### src/rtl/nibble_serial_cla_adder.sv
`default_nettype none
// ============================================================================
//  Module      : nibble_serial_cla_adder
//  Description : W-bit adder (W = 4*NIBBLES) that evaluates one nibble per
//                clock through a single 4-bit carry-lookahead slice, using a
//                start/busy/done handshake. The result is held until the next
//                operation completes.
//  Revision    : 1.0  initial release
// ============================================================================
module nibble_serial_cla_adder #(
    parameter int NIBBLES = 4
) (
    input  logic                   clk,
    input  logic                   rst_n,
    input  logic                   start,
    input  logic [4*NIBBLES-1:0]   A,
    input  logic [4*NIBBLES-1:0]   B,
    input  logic                   Cin,
    output logic                   busy,
    output logic                   done,
    output logic [4*NIBBLES-1:0]   Sum,
    output logic                   Cout,
    output logic                   Ovf
);

    localparam int W    = 4 * NIBBLES;
    localparam int IDXW = (NIBBLES > 1) ? $clog2(NIBBLES) : 1;

    typedef enum logic [1:0] {
        S_IDLE = 2'd0,
        S_RUN  = 2'd1,
        S_DONE = 2'd2
    } state_t;

    state_t            r_state;
    state_t            w_state_next;
    logic [IDXW-1:0]   r_idx;
    logic [W-1:0]      r_a;
    logic [W-1:0]      r_b;
    logic [W-1:0]      r_psum;
    logic              r_carry;

    logic              w_accept;
    logic              w_last;
    logic [3:0]        w_an;
    logic [3:0]        w_bn;
    logic [3:0]        w_g;
    logic [3:0]        w_p;
    logic [4:0]        w_c;
    logic [3:0]        w_snib;
    logic [W-1:0]      w_psum_next;

    // A new operation may begin from IDLE or in the single DONE cycle.
    assign w_accept = start && ((r_state == S_IDLE) || (r_state == S_DONE));
    assign w_last   = (r_idx == IDXW'(NIBBLES - 1));

    assign busy = (r_state == S_RUN);
    assign done = (r_state == S_DONE);

    // Select the nibble currently being processed from the shadow operands.
    assign w_an = r_a[{r_idx, 2'b00} +: 4];
    assign w_bn = r_b[{r_idx, 2'b00} +: 4];

    // 4-bit carry-lookahead slice; the slice carry-in is the inter-nibble carry.
    assign w_g    = w_an & w_bn;
    assign w_p    = w_an ^ w_bn;
    assign w_c[0] = r_carry;
    assign w_c[1] = w_g[0] | (w_p[0] & w_c[0]);
    assign w_c[2] = w_g[1] | (w_p[1] & w_g[0]) | (w_p[1] & w_p[0] & w_c[0]);
    assign w_c[3] = w_g[2] | (w_p[2] & w_g[1]) | (w_p[2] & w_p[1] & w_g[0])
                  | (w_p[2] & w_p[1] & w_p[0] & w_c[0]);
    assign w_c[4] = w_g[3] | (w_p[3] & w_g[2]) | (w_p[3] & w_p[2] & w_g[1])
                  | (w_p[3] & w_p[2] & w_p[1] & w_g[0])
                  | (w_p[3] & w_p[2] & w_p[1] & w_p[0] & w_c[0]);
    assign w_snib = w_p ^ w_c[3:0];

    // Partial sum with the current nibble merged in.
    always_comb begin
        w_psum_next = r_psum;
        w_psum_next[{r_idx, 2'b00} +: 4] = w_snib;
    end

    // State register.
    always_ff @(posedge clk or negedge rst_n) begin
        if (!rst_n) begin
            r_state <= S_IDLE;
        end else begin
            r_state <= w_state_next;
        end
    end

    // Next-state logic: RUN lasts NIBBLES cycles, DONE exactly one.
    always_comb begin
        w_state_next = r_state;
        case (r_state)
            S_IDLE:  if (start) w_state_next = S_RUN;
            S_RUN:   if (w_last) w_state_next = S_DONE;
            S_DONE:  w_state_next = start ? S_RUN : S_IDLE;
            default: w_state_next = S_IDLE;
        endcase
    end

    // Operand capture, nibble-serial accumulation and result publication.
    always_ff @(posedge clk or negedge rst_n) begin
        if (!rst_n) begin
            r_a     <= '0;
            r_b     <= '0;
            r_psum  <= '0;
            r_carry <= 1'b0;
            r_idx   <= '0;
            Sum     <= '0;
            Cout    <= 1'b0;
            Ovf     <= 1'b0;
        end else if (w_accept) begin
            r_a     <= A;
            r_b     <= B;
            r_carry <= Cin;
            r_idx   <= '0;
            r_psum  <= '0;
        end else if (r_state == S_RUN) begin
            r_psum  <= w_psum_next;
            r_carry <= w_c[4];
            if (w_last) begin
                r_idx <= '0;
                Sum   <= w_psum_next;
                Cout  <= w_c[4];
                Ovf   <= w_c[3] ^ w_c[4];
            end else begin
                r_idx <= r_idx + IDXW'(1);
            end
        end
    end

endmodule
`default_nettype wire

### config.mk
export PLATFORM = sky130hd
export DESIGN_NAME = nibble_serial_cla_adder
export DESIGN_NICKNAME = d
export VERILOG_FILES = /design/src/rtl/nibble_serial_cla_adder.sv
export SDC_FILE = /design/constraint.sdc
export NUM_CORES = 1
export LEC_CHECK = 0
export CAP_MARGIN = 30
export CELL_PAD_IN_SITES_DETAIL_PLACEMENT = 1
export CELL_PAD_IN_SITES_GLOBAL_PLACEMENT = 1
export CORE_ASPECT_RATIO = 0.6
export CORE_MARGIN = 3
export CORE_UTILIZATION = 46
export DETAILED_ROUTE_END_ITERATION = 10
export PLACE_DENSITY = 0.88
export SYNTH_ARGS = -nofsm -noshare
export SYNTH_HDL_FRONTEND = slang
export SYNTH_SLANG_ARGS = --single-unit
### constraint.sdc
create_clock -name clk -period 4.1 [get_ports clk]
set_input_delay 0.82 -clock clk [delete_from_list [all_inputs] [get_ports clk]]
set_output_delay 0.82 -clock clk [all_outputs]
set_load 0.005 [all_outputs]
; ---- After elaboration in Yosys (flattened, before gate mapping)
; Index checks and enable logic that the tools add are counted.
[word_totals]
input_bits = 36
ff_bits = 71
mem_bits_ro = 0
n_memories = 0
output_inout_bits = 20
ram_bits = 0
latchBits = 0
[classes]
eq_ne = 5
bitwise = 31
multipliers = 0
mux = 12
div = 0
magnitude_cmp = 0
n_reduce_logical = 6
add_sub_neg = 2
shifts = 4
[op_table]
columns = operator, n
row1 = 16-bit 2-to-1 mux, 2
row2 = 16-bit by 5-bit variable part select with 4-bit output, 2
row3 = 1-bit bitwise AND, 16
row4 = 16-bit bitwise mux, 1
row5 = 4-bit by 6-bit variable shift with 16-bit output (first input constant), 1
row6 = 4-bit by 6-bit variable part select with 16-bit output, 1
row7 = 2-bit 2-to-1 mux, 5
row8 = 1-bit OR, 10
row9 = 4-bit bitwise XOR, 2
row10 = 4-bit negation with 6-bit output, 1
row11 = 2-bit case mux with 3 select lines, 1
row12 = 4-bit bitwise AND, 1
row13 = 2-bit equality test (second input constant), 2
row14 = 1-bit 2-to-1 mux, 3
row15 = 3-bit AND reduction, 1
row16 = 2-bit by 1-bit adder with 2-bit output (second input constant), 1
row17 = 2-bit by 1-bit equality test with 1-bit output (second input constant), 1
row18 = 2-bit zero test, 1
row19 = 2-bit by 1-bit != test with 1-bit output (second input constant), 1
row20 = 2-bit != test (second input constant), 1
row21 = 2-bit AND reduction, 1
row22 = 2-bit nonzero test, 1
row23 = 1-bit logical AND, 1
row24 = 1-bit logical OR, 1
row25 = 2 further kinds, 2

; ---- Logic depth before layout (Yosys ltp)
; Gate-level depths: netlist of run 1.
[logic_depth]
depth_word = 11
depth_mapped = 9
depth_no_buf = 6

; ---- Worst setup path after synthesis of run 1
; Ideal clock, no wire load.
[synth_path]
path_type = reg-to-reg
from = reg r_idx[0]
to = reg r_psum[10]
arrival_ns = 2.517
path_stages_with_launch = 9
path_slack_ns = 1.461
required_time_ns = 3.978
setup_ns = 0.122
cell_sequence = dfrtp_1 buf_6 buf_2 mux4_2 ha_1 a21o_1 a21oi_4 xnor2_1 a32o_1
[synth_via]
elab_chain_cells = 11
elab_cells_between_ends = 26
[synth_lines]
columns = item, line
row1 = start: declaration, 37  ; logic [IDXW-1:0] r_idx;
row2 = start signal: assignment, 129  ; r_idx <= r_idx + IDXW'(1);
row3 = "16-bit by 5-bit variable part select with 4-bit output, on equally long branches", "61, 62"
row4 = 4-bit bitwise XOR / 4-bit bitwise AND (equally long branches), "66, 65"
row5 = "1-bit bitwise AND, on equally long branches", "70, 71"
row6 = "1-bit OR, or another cell as far along", 70  ; assign w_c[3] = w_g[2] | (w_p[2] & w_g[1]) | (w_p[2] & w_p[1] & w_g[0])
row7 = 1-bit OR / 1-bit bitwise AND (equally long branches), "70, 71"
row8 = 1-bit OR, 71  ; | (w_p[2] & w_p[1] & w_p[0] & w_c[0]);
row9 = 4-bit bitwise XOR, 75  ; assign w_snib = w_p ^ w_c[3:0];
row10 = 4-bit by 6-bit variable part select with 16-bit output, 80  ; w_psum_next[{r_idx, 2'b00} +: 4] = w_snib;
row11 = 16-bit bitwise mux *, 80
row12 = 16-bit 2-to-1 mux *, 120  ; end else if (r_state == S_RUN) begin
row13 = 16-bit 2-to-1 mux *, 114  ; end else if (w_accept) begin
row14 = end signal: assignment, 121  ; r_psum <= w_psum_next;
row15 = end: declaration, 40  ; logic [W-1:0] r_psum;
; Every way passes the cells marked *; elsewhere a longest branch is shown, timed or not. The select of a mux whose other input is x is not followed.
; A chain may end at the register's enable or synchronous reset.

; ---- Worst setup path after layout of run 1
[layout_path]
from = reg r_idx[0]
to = reg r_psum[3]
; The elaborated chain is that of the path after synthesis.

==> results of run 1 <==
==> worst max path at each step <==
stage                 end  slack [ns]
4_1_cts         r_psum[3]        0.98
3_3_place_gp   r_psum[10]        1.16
2_1_floorplan  r_psum[10]        1.46
5_1_grt         r_psum[3]        0.78
6_report        r_psum[3]        0.98
3_5_place_dp   r_psum[10]        1.04
==> registers in the layout, indices dropped and copies added (netlist names) <==
signal / cells
Sum: 16
r_a: 16
r_b: 16
r_psum: 16
r_idx: 2
r_state: 2
Cout: 1
Ovf: 1
r_carry: 1
==> worst max-delay path: cells and delay by family (launching register included) <==
kind / cells / cell delay (ns)
muxes: 1 / 0.61
adders and majority gates: 1 / 0.48
xor gates and xnor gates: 1 / 0.36
DFF: 1 / 0.91
AOI/OAI and AO/OA: 2 / 0.53
buffers and inverters: 1 / 0.14
==> layout make-up <==
type / instances / area share, %
clock inverters: 4 / 1.59
repair buffers: 60 / 13.2
flip-flops and latches: 71 / 40.2
multi-input cells: 175 / 35.9
clock buffers: 11 / 5.50
well taps: 100 / 2.83
inverters: 9 / 0.765
==> cells by family after synthesis <==
kind of cell | count (synthesis) | synth area share, %
DFF | 71 | 51.3
and+or+nand+nor | 60 | 9.22
muxes | 46 | 17.4
adders and majority gates | 12 | 4.56
AOI/OAI and AO/OA | 53 | 13.2
buffers and inverters | 24 | 3.14
xor gates and xnor gates | 4 | 1.23
==> per-stage QoR <==
stage / instance area (um^2) / cells
after floorplan: 3460 / 270
final: 4410 / 430
after CTS: 4410 / 430
after detailed placement: 4100 / 415
after global placement: 4100 / 415
after global routing: 4410 / 430
==> synthesized netlist by cell type, types with 2 or more instances <==
cell type and count:
clkbuf_1 4, mux2_1 18, a311oi_1 2, nand3b_1 2
o21bai_1 2, o32ai_1 2, dfrtp_1 71, nor2b_1 2
o31ai_1 2, a32o_1 8, a22o_1 9, o211ai_1 2
nand3_1 9, mux2i_1 6, ha_1 11, a221oi_1 8
buf_2 9, nand2b_1 6, nor2_1 26, inv_1 6
mux4_2 8, mux2_2 14, o21ai_0 2, inv_2 3
xnor2_1 2, nand2_1 6, a21oi_1 8
==> layer usage <==
metal | part of all wire [%] | up-vias
met2 | 44 | 122
met1 | 45 | 1350
li1 | - | 1115
met4 | 1.9 | 0
met3 | 9.0 | 18
met5 | 0 | -
==> power by group through the flow <==
stage	combinational, uW	sequential, uW	clock [uW]
floorplan	1680	1190	0
global placement	2220	1300	0
detailed placement	2350	1330	0
CTS	2440	1340	846
global route	2650	1380	879
finish	2460	1340	835
==> impl_metrics.ini, run 1 <==
[sta]
rsz0062_at_grt = no
fin_crit_sh_pct = 76.2
fin_crit_ns = 3.12
slew_violations = 0
fmax_mhz = 320
setup_viol = 0
maxSlewHeadroom_pct = 41.3
fin_skew_ns = 0.00773
final_hold_viol_count = 0
fin_ws_ns = 0.978
whs_ns = 0.489
final.setup.tns_ns = 0
tightestPinTransition_ns = 0.880

[min_path]
min_to = r_a[3]
min_path_cells = 1
min-delay-start = r_a[3]
hold_class = reg2reg

[yosys]
synthFlopType = dfrtp_1
postSynthAreaPerCell_um2 = 12.8
synth_cell_types = 49
synth-seq-cells = 71
syn-cell-area_um2 = 3460
synth_cells = 270
synthArstFlopShare_pct = 100
seq_area_frac_synth_pct = 51.3
yosys.area.top_type = dfrtp_1
syn-num-nets = 318
synthTopCellsByArea = dfrtp_1, mux2_1, mux4_2
yosys_warnings = 0
synth_top_area_share_pct = 51.3
synth_enable_flop_cells = 0

[global_route]
grtUsageMet1_pct = 36.1
grt_max_degree = 38
grt_pass1_wl_mm = 16.4
grt.busiest_layer = met2
globalRouteOverflowTotal = 0
met2_usage_pct = 38.3
track_usage_pct = 25.5
grt_util_met3_pct = 8.83
grt_pass1_vias = 2752
grt_antenna_before_repair = 0

[floorplan]
std_cell_rows = 23
initial_utilization_pct = 49.7
io_pins = 56
die_y_um = 73.2
dieArea_um2 = 8630
dieWidth_um = 118
core_um2 = 6960

[layout]
syn_to_final_growth_pct = 27.5
final_cell_mix = dfrtp_1, clkdlybuf4s50_1, nor2_1
fillers = 713
register_area_um2 = 1780
n_antenna_cell = 0
final_common_cell = dfrtp_1
fin_nets = 374
post-route-util_pct = 63.4
multiInputGateArea_um2 = 1580
drive_gt1_share_pct = 17.0

[power]
ir_drop_uv = 383
p_sw_uw = 2010
totalPowerFinal_uw = 4630
p_sw_share_pct = 43.5
power_frac_comb_pct = 53.0
power_density_nw_per_um2 = 1050
power_report.internal_total_uw = 2620
p_clk_share_pct = 18.0
pwr-share-seq_pct = 28.9
p_leak_uw = 0.00186

[job]
max-cap-violations = 0

[clocking]
cts_root_buf = clkbuf_16
cts_setup_buffers = 0
clk-insertion-delay-late_ns = 0.34
clock_sinks = 71
htree_levels = 3
clk_path_buf_depth = 2
post_cts_resized = 0
cts.clk_slew.worst_paths_ns = 0.06
holdBufCountCts = 0
cts_buffers = 9
tritoncts = yes

[placement]
dp_slack_ns = 1.04
place_congestion = 0.892
hpwl_mm = 6.89
io_buffer_count = 55

[routing]
wire_per_inst_um = 23.6
vias_per_cell = 6.06
totalWireLength_mm = 10.1
ant_nets = 0
num_vias = 2605
first_pass_iters = 4
drt_iter0_drc = 338
drc_errors = 0

[worst_setup_path]
worst-setup-path-type = reg2reg
crit_start = r_idx[0]
reg2reg_from = r_idx[0]
crit_fanout = 18
crit_path_max_incr_delay_ns = 0.91
startpoint_type = register
reg2reg_slack_ns = 0.98
rr_worst_depth = 6
crit_path_top_delay_cell = dfrtp_1
crit_chain = mux4_2 -> ha_1 -> inv_2 -> o21ai_4 -> xor2_2 -> a32o_1
worstPathArrival_ns = 3.39
required_ns = 4.37
r2r-end = r_psum[3]
crit_path_end_kind = register

[run_status]
status = completed
(Power assumes the default switching activity.)
==> run 2, diff against run 1 <==
Settings changed: CORE_UTILIZATION 46 to 39, PLACE_DENSITY 0.88 to 0.8.
Clock period 4.1 ns to 2.8 ns, I/O delays scaled along.
==> run 2 against run 1 <==
  * Worst setup slack worse by 0.81 ns
  * Clock skew is 0.0028 ns lower
  * Sequential cell count stayed put
  * Combinational power is 53% higher
  * Maximum frequency is 19% higher
  * Sequential power is 42% higher
  * Largest power group unchanged
==> impl_metrics.ini, run 2 (synthesized netlist as in run 1, its figures left out) <==
[sta]
whs_ns = 0.282
rsz0062_at_grt = no
fmax_mhz = 380
setup_viol = 0
fin_skew_ns = 0.00491
final.setup.tns_ns = 0
maxSlewHeadroom_pct = 52.3
tightestPinTransition_ns = 0.715
fin_crit_ns = 2.63
final_hold_viol_count = 0
fin_ws_ns = 0.167
slew_violations = 0
fin_crit_sh_pct = 94.0

[clocking]
htree_levels = 3
cts_root_buf = clkbuf_16
tritoncts = yes
cts.clk_slew.worst_paths_ns = 0.05
cts_buffers = 9
cts_setup_buffers = 0
clk-insertion-delay-late_ns = 0.33
clock_sinks = 71
clk_path_buf_depth = 2

[worst_setup_path]
required_ns = 3.06
crit_path_top_delay_cell = dfrtp_1
crit_start = r_idx[1]
crit_chain = mux4_2 -> fa_1 -> xor2_1 -> and2_1 -> a22o_1
crit_fanout = 13
startpoint_type = register
worstPathArrival_ns = 2.90
crit_path_max_incr_delay_ns = 0.70
reg2reg_from = r_idx[1]
worst-setup-path-type = reg2reg
crit_path_end_kind = register

[global_route]
grt_pass1_vias = 2776
grt_pass1_wl_mm = 15.8
grt_antenna_before_repair = 0
track_usage_pct = 20.4
globalRouteOverflowTotal = 0
grt_max_degree = 35

[job]
max-cap-violations = 0

[floorplan]
dieArea_um2 = 10100
core_um2 = 8230
initial_utilization_pct = 42.1
std_cell_rows = 25
dieWidth_um = 128
io_pins = 56
die_y_um = 79.0

[layout]
syn_to_final_growth_pct = 29.3
drive_gt1_share_pct = 18.6
n_antenna_cell = 0
fin_nets = 382
final_cell_mix = dfrtp_1, clkdlybuf4s50_1, nor2_1
postLayoutCellArea_um2 = 4480
fillers = 842
register_area_um2 = 1780
multiInputGateArea_um2 = 1580
final_common_cell = dfrtp_1

[power]
ir_drop_uv = 593
totalPowerFinal_uw = 6730
p_leak_uw = 0.00188
power_density_nw_per_um2 = 1500

[placement]
dp_slack_ns = 0.108
place_congestion = 0.886
io_buffer_count = 55
hpwl_mm = 6.88
postPlaceCellArea_um2 = 4200

[routing]
dr_wl_met2_mm = 3.96
drt_iter0_drc = 212
num_vias = 2538
totalWireLength_mm = 9.30
wire_per_inst_um = 20.9
met3WireLength_um = 858
vias_per_cell = 5.69
ant_nets = 0
wl_met1_mm = 4.43
first_pass_iters = 4
drc_errors = 0
highest_layer = met4

[min_path]
hold_class = in2async

[run_status]
status = completed
-- run 2: layout make-up --
cell class,instances,share of cell area [%]
multi-input cells,175,35.4
flip-flops and latches,71,39.7
well taps,108,3.02
clock buffers,15,6.21
inverters,9,0.755
repair buffers,68,14.9
-- run 2: per-layer routing --
layer,track usage [%],vias to the layer above
met2,29.0,95
met4,4.56,0
met3,7.39,6
met1,29.8,1308
li1,-,1129
met5,0,-
-- run 2: final timing paths --
path | to | slack, ns | cells after the start
setup / recovery | r_psum[5] | 0.17 | 5
hold / removal | r_a[5] | 0.28 | 1
setup reg to reg | r_psum[5] | 0.17 | 5
hold reg to reg | r_a[11] | 0.48 | 1
max in group asynchronous | Sum[5] | 1.89 | 2
min in group clk | r_a[11] | 0.48 | 1
-- run 2: report_power, final --
group,total (uW),switching [uW],internal (uW)
sequential,1900,380,1520
combinational,3760,2060,1700
clock,1070,400,668
total,6730,2840,3890
-- run 2: critical path, delay by kind of cell, from the launching register on --
family | cells | cell delay, ns
multiplexers | 1 | 0.46
flip-flops | 1 | 0.70
AO/OA/AOI/OAI | 1 | 0.18
XOR/XNOR | 1 | 0.46
AND/OR/NAND/NOR | 1 | 0.34
adder cells (fa/ha/maj) | 1 | 0.44
-- run 2: what timing repair did --
item,CTS,global route
endpoints found under the hold margin,0,0
resized for setup,0,1
endpoints found under the setup margin,0,5
hold buffers,0,0
-- run 2: metrics by stage --
step | utilization, % | cells
2_1_floorplan | - | 270
3_3_place_gp | 51.0 | 431
5_1_grt | 54.4 | 446
6_report | 54.4 | 446
4_1_cts | 54.4 | 446
3_5_place_dp | 51.0 | 431
